--- src/rtl/piso_pkg.sv ---
// rtl/piso_pkg.sv - shared FSM state type and sizing constants for the PISO serializer
package piso_pkg;

    typedef enum logic [1:0] {
        IDLE   = 2'd0,
        SHIFT  = 2'd1,
        PARITY = 2'd2
    } piso_state_e;

    localparam int DEFAULT_WIDTH = 4;
    localparam int DEFAULT_CNT_W = $clog2(DEFAULT_WIDTH);

    function automatic int cnt_width(input int width);
        return (width < 2) ? 1 : $clog2(width);
    endfunction

endpackage

--- src/rtl/piso_bit_counter.sv ---
// rtl/piso_bit_counter.sv - frame bit counter, 0..WIDTH-1, with last-bit flag
module piso_bit_counter
    import piso_pkg::*;
#(
    parameter int WIDTH = DEFAULT_WIDTH,
    parameter int CNT_W = cnt_width(WIDTH)
) (
    input  logic             clk,
    input  logic             clear,
    input  logic             start,
    input  logic             enable,
    output logic [CNT_W-1:0] count,
    output logic             last
);

    logic [CNT_W-1:0] count_q;
    logic [CNT_W-1:0] count_d;

    // start wins over enable so a back-to-back frame restarts at zero
    always_comb begin
        count_d = count_q;
        if (start) begin
            count_d = '0;
        end else if (enable) begin
            count_d = count_q + CNT_W'(1);
        end
    end

    always_ff @(posedge clk) begin
        if (clear) begin
            count_q <= '0;
        end else begin
            count_q <= count_d;
        end
    end

    assign count = count_q;
    assign last  = (count_q == CNT_W'(WIDTH - 1));

endmodule

--- src/rtl/piso_serializer.sv ---
// rtl/piso_serializer.sv - parallel-in serial-out serializer; PISO_SERIALIZER_PARITY_EN appends an even-parity bit
module piso_serializer
    import piso_pkg::*;
#(
    parameter int WIDTH     = DEFAULT_WIDTH,
    parameter bit MSB_FIRST = 1'b1
) (
    input  logic             clk,
    input  logic             clear,
    input  logic             load_valid,
    input  logic [WIDTH-1:0] parallel_in,
    output logic             load_ready,
    output logic             serial_out,
    output logic             serial_valid,
    output logic             frame_done
);

    localparam int CNT_W = cnt_width(WIDTH);
`ifdef PISO_SERIALIZER_PARITY_EN
    localparam int DONE_AT = WIDTH - 1;
`else
    localparam int DONE_AT = WIDTH - 2;
`endif

    piso_state_e      state_q;
    logic [WIDTH-1:0] sreg_q;
    logic             serial_out_q;
    logic             serial_valid_q;
    logic             frame_done_q;
`ifdef PISO_SERIALIZER_PARITY_EN
    logic             parity_q;
`endif

    logic [CNT_W-1:0] cnt;
    logic             cnt_last;
    logic             cnt_en;
    logic             accept;
    logic             in_head;
    logic             sreg_head;
    logic [WIDTH-1:0] in_rest;
    logic [WIDTH-1:0] sreg_rest;

    // frame_done_q marks the final bit cycle, which is also the back-to-back load slot
    assign load_ready = !clear && ((state_q == IDLE) || frame_done_q);
    assign accept     = load_valid && load_ready;
    assign cnt_en     = (state_q == SHIFT) && !cnt_last;

    assign in_head   = MSB_FIRST ? parallel_in[WIDTH-1] : parallel_in[0];
    assign in_rest   = MSB_FIRST ? (parallel_in << 1) : (parallel_in >> 1);
    assign sreg_head = MSB_FIRST ? sreg_q[WIDTH-1] : sreg_q[0];
    assign sreg_rest = MSB_FIRST ? (sreg_q << 1) : (sreg_q >> 1);

    piso_bit_counter #(
        .WIDTH(WIDTH),
        .CNT_W(CNT_W)
    ) u_bit_counter (
        .clk   (clk),
        .clear (clear),
        .start (accept),
        .enable(cnt_en),
        .count (cnt),
        .last  (cnt_last)
    );

    always_ff @(posedge clk) begin
        if (clear) begin
            state_q        <= IDLE;
            sreg_q         <= '0;
            serial_out_q   <= 1'b0;
            serial_valid_q <= 1'b0;
            frame_done_q   <= 1'b0;
`ifdef PISO_SERIALIZER_PARITY_EN
            parity_q       <= 1'b0;
`endif
        end else begin
            frame_done_q <= 1'b0;
            if (accept) begin
                // first bit goes out on the accepting edge; the rest wait in sreg_q
                state_q        <= SHIFT;
                sreg_q         <= in_rest;
                serial_out_q   <= in_head;
                serial_valid_q <= 1'b1;
`ifdef PISO_SERIALIZER_PARITY_EN
                parity_q       <= ^parallel_in;
`endif
            end else begin
                case (state_q)
                    SHIFT: begin
                        frame_done_q <= (cnt == CNT_W'(DONE_AT));
                        if (!cnt_last) begin
                            sreg_q       <= sreg_rest;
                            serial_out_q <= sreg_head;
                        end else begin
`ifdef PISO_SERIALIZER_PARITY_EN
                            state_q      <= PARITY;
                            serial_out_q <= parity_q;
`else
                            state_q        <= IDLE;
                            serial_out_q   <= 1'b0;
                            serial_valid_q <= 1'b0;
`endif
                        end
                    end
`ifdef PISO_SERIALIZER_PARITY_EN
                    PARITY: begin
                        state_q        <= IDLE;
                        serial_out_q   <= 1'b0;
                        serial_valid_q <= 1'b0;
                    end
`endif
                    default: begin
                        state_q        <= IDLE;
                        serial_out_q   <= 1'b0;
                        serial_valid_q <= 1'b0;
                    end
                endcase
            end
        end
    end

    assign serial_out   = serial_out_q;
    assign serial_valid = serial_valid_q;
    assign frame_done   = frame_done_q;

endmodule

--- config.mk ---
export PLATFORM = sky130hd
export DESIGN_NAME = piso_serializer
export DESIGN_NICKNAME = d
export VERILOG_FILES = /design/src/rtl/piso_pkg.sv /design/src/rtl/piso_bit_counter.sv /design/src/rtl/piso_serializer.sv
export SDC_FILE = /design/constraint.sdc
export NUM_CORES = 1
export LEC_CHECK = 0
export ABC_CLOCK_PERIOD_IN_PS = 2750
export BUFFER_PORTS_ARGS = -buffer_cell sky130_fd_sc_hd__buf_2
export CAP_MARGIN = 10
export CORE_AREA = 5 5 42 44
export CTS_CLUSTER_DIAMETER = 120
export DETAILED_ROUTE_END_ITERATION = 10
export DIE_AREA = 0 0 47 49
export MAX_ROUTING_LAYER = met4
export PLACE_DENSITY = 0.5
export SKIP_CTS_REPAIR_TIMING = 1
export SYNTH_ARGS = -nofsm -noshare
export SYNTH_HDL_FRONTEND = slang
export SYNTH_SLANG_ARGS = --single-unit
--- constraint.sdc ---
create_clock -name clk -period 2.75 [get_ports clk]
set_clock_uncertainty 0.1 [all_clocks]
set_input_delay 0.275 -clock clk [delete_from_list [all_inputs] [get_ports clk]]
set_output_delay 0.275 -clock clk [all_outputs]
set_load 0.02 [all_outputs]
# Word level (Yosys, flattened, before mapping)

Index checks and enable logic that the tools add are counted.

Bits in registers: 9
Bits of input ports: 7
Output and inout bits: 4
Logic and storage cells: 35

$add $sub $neg: 1
Equal/unequal tests: 4
Muxes and demuxes: 12
Bitwise operators: 1
Reduce and logical (&&, ||, !) cells: 11

Operator list:

| kind                                                                     | number |
|---|---|
| 4-bit 2-to-1 mux                                                         | 3 |
| 1-bit 2-to-1 mux                                                         | 9 |
| 2-bit equality test (second input constant)                              | 2 |
| 1-bit logical AND                                                        | 3 |
| 3-bit inequality test (second input constant)                            | 1 |
| 3-bit OR reduction                                                       | 1 |
| 2-bit by 1-bit adder with 2-bit output (second input constant)           | 1 |
| 1-bit zero test                                                          | 2 |
| 2-bit zero test                                                          | 1 |
| 2-bit by 1-bit inequality test with 1-bit output (second input constant) | 1 |
| 2-bit AND reduction                                                      | 1 |
| 2-bit nonzero test                                                       | 1 |
| 2-bit OR reduction                                                       | 1 |
| 1-bit logical OR                                                         | 1 |
| 1-bit inverter                                                           | 1 |

# Longest topological paths before layout

Gate-level depths: netlist (run 1).

Depth in word-level cells: 6
Mapped depth: 4
Depth with buffers taken out: 4

# Hierarchy

From an unflattened synthesis (run 1), not the netlist that was laid out.

Cell total of the unflattened synthesis: 40
Area total of the unflattened synthesis: 386.6 sq um

Modules (own cells, without submodules):

| module           | instances | cells an instance | area each (sq um) | sequential area each (sq um) |
|---|---|---|---|---|
| piso_serializer  | 1         | 33                | 295.3             | 120.1 |
| piso_bit_counter | 1         | 7                 | 91.3              | 40.0 |

# Least setup slack after synthesis (run 1)

OpenSTA, ideal clock, no wires.

Path type: flip-flop to output port
Start: reg frame_done_q (netlist: frame_done)
End: out load_ready
Arrival: 975 ps
Data required time: 2375 ps
Slack: 1400 ps
Stages on the path, launching flop included: 3
Buffers on the path: 0
Path through: dfxtp_1 > and2b_2 > nor2_1

Word-level cells in the longest chain between the ends: 2

RTL lines:

| item                     | line                  | RTL |
|---|---|---|
| start: declaration       | piso_serializer.sv:29 | `logic frame_done_q;` |
| start signal: assignment | piso_serializer.sv:89 | `frame_done_q <= (cnt == CNT_W'(DONE_AT));` |
| 1-bit logical OR         | piso_serializer.sv:44 | `assign load_ready = !clear && ((state_q == IDLE) \|\| frame_done_q);` |
| 1-bit logical AND        | piso_serializer.sv:44 |  |
| end: declaration         | piso_serializer.sv:12 | `output logic load_ready,` |

No other way between the ends.

# Worst setup path after layout (run 1)

Start: reg state_q[0]
End: out load_ready

Word-level cells in the longest chain between the ends: 3

RTL lines:

| item                     | line                  | RTL |
|---|---|---|
| start: declaration       | piso_serializer.sv:25 | `piso_state_e state_q;` |
| start signal: assignment | piso_serializer.sv:67 | `state_q <= IDLE;` |
| start signal: assignment | piso_serializer.sv:79 | `state_q <= SHIFT;` |
| start signal: assignment | piso_serializer.sv:98 | `state_q <= IDLE;` |
| 2-bit zero test          | piso_serializer.sv:44 |  |
| 1-bit logical OR         | piso_serializer.sv:44 |  |
| 1-bit logical AND        | piso_serializer.sv:44 |  |

No other way between the ends.

==> results of run 1 <==
-- cell usage after synthesis (all sizes together) --
cell	instances	area, um^2
nor2b	1	8.76
nor2	3	11.3
nand2b	2	15.0
nor3	2	10.0
nand3	2	10.0
and3	1	6.26
dfxtp	8	160
inv	1	3.75
buf	1	7.51
a311oi	2	17.5
o21ai	1	5.00
and2b	2	18.8
nand2	6	22.5
a21oi	3	15.0
o211ai	1	7.51
a211oi	1	7.51
xnor2	1	8.76
a21o	1	7.51
ha	2	25.0
or2b	1	7.51
-- metal layers --
layer / up-vias / track usage, % / share of wire [%]
met3: 4 / 3.32 / 7.7
met4: 0 / 6.91 / 2.8
li1: 172 / - / -
met5: - / - / 0
met2: 12 / 9.73 / 43
met1: 146 / 10.2 / 46
-- worst register-to-register path, stage by stage (launching register included) --
cell      delay (ns)
dfxtp_1         0.33
ha_1            0.20
and2b_4         0.28
nand2_1         0.06
a311oi_1        0.27
-- stage by stage --
step,instance area [um^2],cells
after floorplan,375,42
after detailed placement,438,67
final,460,70
after global routing,460,70
after global placement,438,67
after CTS,460,70
-- registers in the layout (all words and copies together), names as in the netlist --
signal and flops:
state_q 1, serial_out 1, u_bit_counter.count 2, frame_done 1
sreg_q 3
-- worst paths after layout --
| check | from | end | slack [ns] | cells past startpoint |
|---|---|---|---|---|
| setup reg to reg | u_bit_counter.count[0]$_SDFFE_PP0P_ | sreg_q[3]$_SDFFE_PP0P_ | 1.40 | 4 |
| hold / removal | parallel_in[3] | serial_out$_SDFF_PP0_ | 0.15 | 3 |
| hold reg to reg | sreg_q[3]$_SDFFE_PP0P_ | serial_out$_SDFF_PP0_ | 0.37 | 2 |
| setup / recovery | state_q[0]$_SDFFE_PP0P_ | load_ready | 1.27 | 3 |
-- cell type report --
type | instances | area (um^2) | area share (%)
multi-input cells | 32 | 204 | 44.3
flip-flops and latches | 8 | 160 | 34.8
repair buffers | 10 | 50.0 | 10.9
clock buffers | 3 | 22.5 | 4.89
well taps | 16 | 20.0 | 4.35
inverters | 1 | 3.75 | 0.815
-- cells by family (layout without fill, tap and decap cells) --
logic type      count (synthesis)  after routing  share of synthesized area, %
xor+xnor                        1              1                          2.33
buf+inv                         2             14                          3.00
simple gates                   20             20                          29.3
fa+ha+maj                       2              2                          6.67
compound gates                  9              9                          16.0
flops                           8              8                          42.7
-- where the power goes --
group / leakage, nW / internal (mW) / switching, mW
Combinational: 0.118 / 0.0164 / 0.0211
Sequential: 0.0654 / 0.122 / 0.00447
Clock: 0.0138 / 0.0499 / 0.0394
Total: 0.197 / 0.189 / 0.0649
==> results.cfg, run 1 <==
[outcome]
outcome = finished, final reports clean

[cts]
cts_made_buffers = 3
clock_path_buffers = 2
clock-root-buffer = clkbuf_4
clk_pin_slew_worst_paths_ns = 0.05
insertion_delay_ns = 0.25
cts_tree = yes
htree_levels = 1
clkSinkCount = 8

[flow_run]
maxCapViolCount = 0

[worst_setup_path]
end_kind = output port
crit_type = flop to output port
cp_top_family = flip-flops
crit_required_ns = 2.38
cp_num_buf_inv = 1
critical_path.slowest_cell = dfxtp_1
worstPathArrival_ns = 1.10
cp_max_fo = 6
slowest_delay_ns = 0.35
path_cells = and2b_2 -> nor2_1 -> buf_2
critical_path.startpoint_type = flop

[cells_and_area]
layout_commonest_cell = buf_2
drive_gt1_share_pct = 31.5
final_util_pct = 32.9
area_growth_syn_to_layout_pct = 22.7
fillers = 161
fin_nets = 65
diodes = 0
most-common-layout-cells = buf_2, dfxtp_1, nand2_1

[drt]
dr.pass1.iters = 4
final_antenna_net_count = 0
wl_um = 749
wl_per_cell_um = 10.7
viasPerCell = 4.77
vias = 334
post-route-drc-count = 0
drt_iter0_drc = 7

[sta]
setup_slack_ns = 1.27
fmaxAchievable_mhz = 677
whs_ns = 0.149
period_share_pct = 53.7
min_period_ns = 1.48
tns_ns = 0
slew_headroom_pct = 84.1
finalSetupViolCount = 0
hold_viol_final = 0
tightestPinTransition_ns = 0.236
rsz0062_at_grt = false
finalMaxSlewViolations = 0

[placed_design]
preCtsSetupSlack_ns = 1.42
port_buffers = 10
dp_hpwl_um = 616
gp_congestion = 0.704

[floorplanning]
die-area_um2 = 2300
core_um2 = 1400
start_util_pct = 26.8
die_x_um = 47
die_h_um = 49
ios = 11
rows = 14

[power_and_ir_drop]
finalPower_mw = 0.254
p_per_area_nw_per_um2 = 551
power.static_leakage_nw = 0.197
irDropWorstVdd_v = 0.000177

[grt]
antenna_found_initial = 0
grt_max_degree = 10
overflow = 0
grt_pass1_wl_um = 1280
groute.usage.overall_pct = 8.18
grt_pass1_vias = 297

[synthesis]
syn_inst = 42
ys_ff_latch = 8
synth_cell_types = 22
yosysWarnings = 0
syn-cell-area_um2 = 375
syn_avg_cell_area_um2 = 8.94
yosysSeqAreaShare_pct = 42.7
syn_nets = 51

[worst_hold_path]
hold_path_class = input port to flop
(Power assumes the default switching activity.)
==> run 2, diff against run 1 <==
- ABC_CLOCK_PERIOD_IN_PS: 2750 -> 1400
- clock period: 2.75 -> 1.4 ns (I/O delays scaled with it)
==> results.cfg, run 2 (synthesis results as in run 1) <==
[floorplanning]
die_h_um = 49
die_x_um = 47
die-area_um2 = 2300
ios = 11
rows = 14
core_um2 = 1400
start_util_pct = 26.8

[worst_hold_path]
whs_path_depth = 3
hold_path_class = input port to flop

[sta]
slew_headroom_pct = 85.3
period_share_pct = 95.1
hold_viol_final = 0
finalSetupViolCount = 0
finalMaxSlewViolations = 0
min_period_ns = 1.33
tightestPinTransition_ns = 0.219
tns_ns = 0
fmaxAchievable_mhz = 751
setup_slack_ns = 0.0683
rsz0062_at_grt = false

[grt]
antenna_found_initial = 0
groute.usage.overall_pct = 8.82
overflow = 0
grt_max_degree = 10
grt_pass1_vias = 308
grt_pass1_wl_um = 1320

[worst_setup_path]
regToRegEndpoint = sreg_q[2]$_SDFFE_PP0P_
crit_required_ns = 1.16
cp_max_fo = 4
cp_top_family = flip-flops
critical_path.startpoint_type = flop
end_kind = output port
crit_start = frame_done$_SDFF_PP0_
endpoint = load_ready
r2r_start = u_bit_counter.count[0]$_SDFFE_PP0P_
critical_path_depth = 3
cp_num_buf_inv = 1
slowest_delay_ns = 0.34
rr_worst_depth = 4
path_cells = and2b_2 -> nor2_1 -> buf_4
r2r_setup_slack_ns = 0.08
crit_type = flop to output port
worstPathArrival_ns = 1.09
critical_path.slowest_cell = dfxtp_1

[cts]
cts_made_buffers = 3
insertion_delay_ns = 0.26
clkSinkCount = 8
htree_levels = 1
clock-root-buffer = clkbuf_4
cts_tree = yes
clock_path_buffers = 2
clk_pin_slew_worst_paths_ns = 0.06

[placed_design]
dp_hpwl_um = 642
preCtsSetupSlack_ns = 0.0568
place_area_um2 = 438
post-place-cells = 67
port_buffers = 10
gp_congestion = 0.704

[power_and_ir_drop]
finalPower_mw = 0.513
irDropWorstVdd_v = 0.000376
power.static_leakage_nw = 0.200
p_per_area_nw_per_um2 = 1090

[drt]
post-route-drc-count = 0
viasPerCell = 4.67
wl_per_cell_um = 12.0
final_antenna_net_count = 0
wl_um = 838
drt_iter0_drc = 7
dr.pass1.iters = 4
vias = 327

[cells_and_area]
finalInstanceArea_um2 = 472
most-common-layout-cells = buf_2, nand2_1, dfxtp_1
largest_register_ffs = 3
diodes = 0
final_cells = 70
drive_gt1_share_pct = 37.0
fin_nets = 65
fillers = 162
area_growth_syn_to_layout_pct = 25.7
max_flop_register = sreg_q
layout_commonest_cell = buf_2

[outcome]
outcome = finished, final reports clean

[flow_run]
maxCapViolCount = 0
-- run 2: power by group --
group	internal, mW	switching [mW]
logic	0.0348	0.0433
clock network	0.0986	0.0862
registers	0.241	0.00889
total	0.374	0.138
-- run 2: how the worst min path moves through the flow --
stage | startpoint | endpoint | slack (ns)
global route | parallel_in[0] | sreg_q[1]$_SDFFE_PP0P_ | 0.04
detailed placement | parallel_in[3] | serial_out$_SDFF_PP0_ | 0.28
finish | parallel_in[3] | serial_out$_SDFF_PP0_ | 0.01
CTS | parallel_in[3] | serial_out$_SDFF_PP0_ | 0.01
global placement | parallel_in[3] | serial_out$_SDFF_PP0_ | 0.28
floorplan | parallel_in[3] | serial_out$_SDFF_PP0_ | 0.17
-- run 2: area by class of cell --
| class | count | area, um^2 | share of cell area [%] |
|---|---|---|---|
| Multi-Input combinational cell | 32 | 210 | 44.6 |
| Sequential cell | 8 | 163 | 34.5 |
| Timing Repair Buffer | 10 | 52.6 | 11.1 |
| Clock buffer | 3 | 22.5 | 4.77 |
| Tap cell | 16 | 20.0 | 4.24 |
| Inverter | 1 | 3.75 | 0.796 |
-- run 2: layer usage --
metal	part of all wire, %	vias up	GRT usage, %
met5	0	-	-
met4	5.5	0	9.68
met3	6.8	4	2.21
met2	41	10	10.2
met1	47	142	11.0
li1	-	171	-
-- run 2: per-stage QoR --
stage | utilization [%] | hold slack, ns
6_report | 33.7 | 0.0101
3_5_place_dp | 31.3 | 0.281
3_3_place_gp | 31.3 | 0.278
2_1_floorplan | - | 0.170
4_1_cts | 32.9 | 0.0123
5_1_grt | 33.7 | 0.0366
-- run 2: worst reg2reg max path, stage by stage (launching register included) --
cell,delay (ns)
dfxtp_2,0.33
ha_1,0.20
and2b_4,0.29
nand2_1,0.06
a311oi_1,0.25
